--- config.mk ---
export PLATFORM = sky130hd
export DESIGN_NAME = multicycle_ctrl_fsm
export DESIGN_NICKNAME = d
export VERILOG_FILES = /design/src/rtl/multicycle_ctrl_fsm.sv
export SDC_FILE = /design/constraint.sdc
export NUM_CORES = 1
export LEC_CHECK = 0
export BUFFER_PORTS_ARGS = -buffer_cell sky130_fd_sc_hd__clkbuf_2
export CAP_MARGIN = 20
export CELL_PAD_IN_SITES_DETAIL_PLACEMENT = 1
export CELL_PAD_IN_SITES_GLOBAL_PLACEMENT = 1
export CORE_MARGIN = 4
export CORE_UTILIZATION = 31
export DETAILED_ROUTE_END_ITERATION = 10
export MAX_ROUTING_LAYER = met4
export PLACE_DENSITY_LB_ADDON = 0.3
export SLEW_MARGIN = 0
export SYNTH_ARGS = -nofsm -noshare
export SYNTH_HDL_FRONTEND = slang
export SYNTH_SLANG_ARGS = --single-unit
export TNS_END_PERCENT = 30
--- constraint.sdc ---
create_clock -name CLK -period 1.7 [get_ports CLK]
set_input_delay 0.085 -clock CLK [delete_from_list [all_inputs] [get_ports CLK]]
set_output_delay 0.085 -clock CLK [all_outputs]
set_load 0.1 [all_outputs]
--- src/rtl/multicycle_ctrl_fsm.sv ---
// multicycle_ctrl_fsm: FETCH/DECODE/EXEC/MEM/WB sequencer for the single-issue datapath.
// Optional MEM wait timeout with MEM_ERR pulse, enabled by defining CTRL_MEM_TIMEOUT_EN.
//
//  state  | meaning
//  IDLE   | parked, waiting for RUN
//  FETCH  | load IR from combinational IMEM, bump PC
//  DECODE | latch opcode class; J and illegal finish here
//  EXEC   | ALU operates (funct or add)
//  MEM    | data-memory access, waits on MEM_READY
//  WB     | register-bank write from ALU or memory
module multicycle_ctrl_fsm #(
  parameter int unsigned TIMEOUT_CYC = 15,
  parameter int unsigned CNT_W       = 4
) (
  input  logic       CLK,
  input  logic       RST_N,
  input  logic       RUN,
  input  logic [4:0] OPCODE,
  input  logic       MEM_READY,
  output logic       IR_LD,
  output logic       PC_INC,
  output logic       PC_JMP,
  output logic       WE,
  output logic       MEM2REG,
  output logic       W,
  output logic       R,
  output logic [1:0] ALUOP,
  output logic       BUSY,
  output logic       ILLEGAL,
  output logic       MEM_ERR
);

  typedef enum logic [2:0] {
    ST_IDLE, ST_FETCH, ST_DECODE, ST_EXEC, ST_MEM, ST_WB
  } state_t;

  typedef enum logic [2:0] {
    CLS_NONE, CLS_R, CLS_I, CLS_LW, CLS_SW, CLS_J, CLS_ILL
  } cls_t;

  state_t state_q, state_d, next_st;
  cls_t   cls_q, cls_d, op_cls;
  logic   illegal_q, illegal_d;
  logic   mem_tmo;

  always_comb begin
    case (OPCODE)
      5'b00000: op_cls = CLS_R;
      5'b00001: op_cls = CLS_I;
      5'b00010: op_cls = CLS_LW;
      5'b00011: op_cls = CLS_SW;
      5'b00100: op_cls = CLS_J;
      default:  op_cls = CLS_ILL;
    endcase
  end

`ifdef CTRL_MEM_TIMEOUT_EN
  logic [CNT_W-1:0] cnt_q, cnt_d;

  // MEM_READY on the last allowed cycle takes priority over the abort
  assign mem_tmo = (state_q == ST_MEM) && !MEM_READY &&
                   (cnt_q == CNT_W'(TIMEOUT_CYC - 1));

  always_comb begin
    cnt_d = '0;
    if ((state_q == ST_MEM) && !MEM_READY && !mem_tmo)
      cnt_d = cnt_q + 1'b1;
  end

  always_ff @(posedge CLK or negedge RST_N) begin
    if (!RST_N) cnt_q <= '0;
    else        cnt_q <= cnt_d;
  end
`else
  logic unused_cfg;
  assign unused_cfg = ^{TIMEOUT_CYC, CNT_W};
  assign mem_tmo    = 1'b0;
`endif

  always_ff @(posedge CLK or negedge RST_N) begin
    if (!RST_N) begin
      state_q   <= ST_IDLE;
      cls_q     <= CLS_NONE;
      illegal_q <= 1'b0;
    end else begin
      state_q   <= state_d;
      cls_q     <= cls_d;
      illegal_q <= illegal_d;
    end
  end

  assign next_st = RUN ? ST_FETCH : ST_IDLE;

  always_comb begin
    state_d   = state_q;
    cls_d     = cls_q;
    illegal_d = illegal_q;
    case (state_q)
      ST_IDLE:   if (RUN) state_d = ST_FETCH;
      ST_FETCH:  state_d = ST_DECODE;
      ST_DECODE: begin
        cls_d = op_cls;
        case (op_cls)
          CLS_J:   state_d = next_st;
          CLS_ILL: begin
            illegal_d = 1'b1;
            state_d   = next_st;
          end
          default: state_d = ST_EXEC;
        endcase
      end
      ST_EXEC:   state_d = ((cls_q == CLS_LW) || (cls_q == CLS_SW)) ? ST_MEM : ST_WB;
      ST_MEM: begin
        if (MEM_READY)    state_d = (cls_q == CLS_LW) ? ST_WB : next_st;
        else if (mem_tmo) state_d = next_st;
      end
      ST_WB:     state_d = next_st;
      default:   state_d = ST_IDLE;
    endcase
  end

  // DECODE strobes come straight from OPCODE: the class is only latched as DECODE ends
  always_comb begin
    IR_LD   = 1'b0;
    PC_INC  = 1'b0;
    PC_JMP  = 1'b0;
    WE      = 1'b0;
    MEM2REG = 1'b0;
    W       = 1'b0;
    R       = 1'b0;
    ALUOP   = 2'b00;
    BUSY    = (state_q != ST_IDLE);
    case (state_q)
      ST_FETCH: begin
        IR_LD  = 1'b1;
        PC_INC = 1'b1;
      end
      ST_DECODE: begin
        if (op_cls == CLS_J) begin
          PC_JMP = 1'b1;
          ALUOP  = 2'b01;
        end
      end
      ST_EXEC:  ALUOP = (cls_q == CLS_R) ? 2'b10 : 2'b00;
      ST_MEM: begin
        R = (cls_q == CLS_LW);
        W = (cls_q == CLS_SW);
      end
      ST_WB: begin
        WE      = 1'b1;
        MEM2REG = (cls_q == CLS_LW);
      end
      default: ;
    endcase
  end

  assign ILLEGAL = illegal_q;
  assign MEM_ERR = mem_tmo;

endmodule
# After elaboration in Yosys (flattened, before gate mapping)
# Cells that the tools add are included.
# Widths: inputs -> output; s select.
# word_totals
inputBits	9
out_inout_bits	12
ff_bits	7
mem_count	0
mem_bits_rw	0
word_cells	44
latchBits	0
mem_bits_ro	0
# classes
order_cmp	0
div_mod_pow	0
eq_ne	16
mux	18
n_mul	0
n_bitwise	0
reduce_logical	7
n_shift	0
addsub	0
# ops
cell	n
$pmux 3 s6	1
$eq 3x3->1 const B	5
$pmux 3 s5	1
$eq 5x2->1 const B	2
$mux 1	10
$eq 3x2->1 const B	3
$mux 3	3
$eq 3x1->1 const B	2
$eq 5x1->1 const B	1
$eq 5x3->1 const B	1
$logic_not 5->1	1
$mux 2	2
$ne 2x2->1 const B	2
$pmux 2 s2	1
$reduce_and 2->1	2
$logic_not 3->1	1
$reduce_bool 3->1	1
$reduce_or 2->1	1
$logic_or 1x1->1	1

# Longest topological paths before layout
# depth
word_depth	6
ltp_mapped	5
mapped_depth_nobuf	4

# Least setup slack after synthesis
# No wires, ideal clock.
# synth_timing
path_type	reg2out
from	reg state_q[1]
to	out ALUOP[1]
t_required_ns	1.615
stages_incl_launch_ff	4
path_buffers	1
arrival_ns	3.729
setup_slack_ns	-2.114
cell_sequence	dfrtp_1 > clkbuf_1 > and3b_2 > nor4bb_1
# synth_between
elab_chain_len	2
elab_cells_between_ends	3
cone_classes	eq/ne (2); mux (1)
# synth_lines
element	line	rtl
start: declaration	41	state_t state_q, state_d, next_st;
start signal: assignment	86	state_q <= state_d;
$eq 3x2->1	133	case (state_q)
$pmux 2 s2 (*)	133	
end: declaration	27	output logic [1:0] ALUOP,
# Mark *: on every way between the ends. The rest lies on a longest branch, timed or not.

# Worst setup path in the final report
# layout_timing
from	reg state_q[0]
to	out ALUOP[0]
# Same word-level chain as after synthesis.

==> results_dict.tcl <==
set metrics [dict create \
    p_per_area_nw_per_um2 1820 \
    required_ns 1.62 \
    dr_total_vias 506 \
    chipHeight_um 48.1 \
    firstDrtPassIters 4 \
    nFillCells 189 \
    hold_path_depth 3 \
    gp_congestion 0.733 \
    avgSynthCellArea_um2 8.05 \
    die_width_um 48.1 \
    fin_skew_ns 0.00843 \
    finalNonFillerCells 101 \
    synth_cell_types 28 \
    avgViaCountPerCell 5.01 \
    utilization_pct 52.2 \
    violations "setup timing" \
    area_delta_synth_final_pct 57.4 \
    critPathTopFamily "simple AND/OR/NAND/NOR gates" \
    slew-limit-headroom_pct 64.1 \
    antenna_cells 0 \
    worst_slew_pin_slew_ns 0.540 \
    wl_per_cell_um 14.7 \
    insertion_delay_ns 0.25 \
    layout_min_cycle_time_ns 1.71 \
    drcViolationCount 0 \
    crit_chain "or3b_4 > nor3_4 > and3_4 > buf_12" \
    critical_path.endpoint_type "output port" \
    slowest_delay_ns 0.42 \
    crit_arrival_ns 1.63 \
    synth-seq-cells 7 \
    first_iter_violations 4 \
    place_inst 96 \
    numCtsBuffers 3 \
    layout-drive-gt1-share_pct 45.9 \
    clk_pin_slew_ns 0.06 \
    hold_end "cls_q[2]" \
    fin_ws_ns -0.0145 \
    synth_nets 71 \
    dpl_cell_area_um2 737 \
    clk_path_buf_depth 2 \
    setup_viol 2 \
    regToRegStartpoint "state_q[0]" \
    critPathMaxFanout 3 \
    die_area_um2 2320 \
    antenna_found_initial 0 \
    min_path_type "input pin to flop" \
    dp_hpwl_um 1170 \
    stdcell_area_um2 786 \
    grt_max_degree 11 \
    cts.sinks 7 \
    initial_core_util_pct 33.1 \
    ir_worst_vdd_mv 0.789 \
    htree_levels 1 \
    yosys_warnings 0 \
    crit_type "flop to output port" \
    grt_overflow_total 0 \
    start_kind "flop" \
    hold_viol_final 0 \
    grt_pass1_vias 517 \
    root_buffer "clkbuf_4" \
    reg2reg_slack_ns 0.26 \
    ant_nets 0 \
    slowest_stage "or3b_4" \
    syn-instance-count 62 \
    max_freq_mhz 583 \
    reg2regPathDepth 5 \
    min_from "OPCODE[1]" \
    slew_viol_final 0 \
    status "finished, violations left" \
    grt_use_total_pct 16.7 \
    fin_crit_sh_pct 101 \
    nets 95 \
    ys_seq_area_share_pct 35.1 \
    wl_um 1480 \
    path_buf_inv 1 \
    io_buffer_count 19 \
    num_rows 14 \
    core_region_area_um2 1510 \
    tritoncts "yes" \
    rsz0062_at_grt "yes" \
    r2r_end "state_q[0]" \
    io_pins 21 \
    max_cap_violations 0 \
    grt_pass1_wl_um 2470 \
    synth.cell_area_um2 499 \
    cellLeakagePower_nw 0.373 \
]
-- cell type report --
| cell class | count | area (um^2) | area share [%] |
|---|---|---|---|
| sequential | 7 | 175 | 22.3 |
| inverter | 4 | 15.0 | 1.91 |
| clock buffer | 3 | 22.5 | 2.87 |
| clock inverter | 1 | 5.00 | 0.637 |
| multi-input combinational | 46 | 312 | 39.6 |
| timing repair buffer | 24 | 236 | 30.1 |
| tap | 16 | 20.0 | 2.55 |
-- cells in the mapped netlist, drive strengths merged --
master	count	area (um^2)
o21ai	2	10.0
nor3b	2	15.0
nor3	3	26.3
nor4bb	1	10.0
and3b	1	10.0
nand3b	1	7.51
clkbuf	2	7.51
a31oi	2	12.5
buf	3	26.3
and3	2	15.0
conb	1	3.75
a211oi	2	15.0
or3b	1	11.3
or3	1	6.26
o21bai	1	7.51
dfrtp	7	175
nand3	1	5.00
a21oi	5	25.0
inv	4	15.0
or2b	1	7.51
nand2	6	25.0
a22o	1	10.0
nor2b	1	6.26
nor2	9	33.8
or2	2	12.5
-- worst min-delay path, delay by kind of cell --
family	cells	cell delay [ns]
AOI/OAI and AO/OA	1	0.09
buffers and inverters	1	0.10
and+or+nand+nor	1	0.09
-- where the power goes --
part / switching [mW] / internal (mW)
Combinational: 0.672 / 0.300
Sequential: 0.0697 / 0.235
Clock: 0.0674 / 0.0862
Total: 0.810 / 0.621
-- cell usage in the layout, fill, tap and decap left out, types with 3 or more instances in the layout --
cell	count
clkbuf_2	10
nor2_1	8
dfrtp_1	7
buf_12	6
buf_4	6
nand2_1	5
a21oi_1	5
inv_1	4
clkbuf_4	3
-- layer usage --
metal / global-route usage [%] / wire length [um] / up-vias
met5: - / 0 / -
met1: 21.3 / 648 / 233
li1: - / - / 257
met4: 8.06 / 21 / 0
met3: 5.17 / 72 / 2
met2: 23.7 / 742 / 14
-- per-stage QoR --
step	setup slack, ns	setup TNS, ns	hold WS (ns)	power (mW)
after floorplan	-0.350	-1.08	-0.211	1.15
after global placement	0.261	0	-0.0727	1.25
after detailed placement	0.253	0	-0.0650	1.27
after CTS	-0.0255	-0.0501	0.158	1.43
after global routing	-0.101	-0.202	0.167	1.53
final	-0.0145	-0.0287	0.161	1.43
-- registers in the layout, indices dropped and copies added, names as in the netlist --
signal,cells
cls_q,3
state_q,3
ILLEGAL,1
-- timing repair --
item	in CTS	in global routing
gates resized for setup	0	3
gates cloned	0	0
buffers inserted	0	0
pin swaps	1	0
endpoints found under the setup margin	3	3
hold endpoints to repair	7	0
hold buffers	1	0
-- how the worst max path moves through the flow --
stage	from	endpoint	slack (ns)	cells past startpoint
final	state_q[0]	ALUOP[0]	-0.01	4
after global routing	state_q[0]	ALUOP[0]	-0.10	4
after CTS	state_q[0]	ALUOP[0]	-0.03	4
after detailed placement	state_q[2]	ALUOP[1]	0.25	4
after global placement	state_q[2]	ALUOP[1]	0.26	4
after floorplan	state_q[1]	W	-0.35	4
-- logic make-up after synthesis --
kind of cell | Yosys count | synth area share [%]
buf+inv | 9 | 9.77
simple gates | 32 | 38.3
other cells | 1 | 0.751
flops | 7 | 35.1
compound gates | 13 | 16.0
Power figures use the tool's default switching activity.
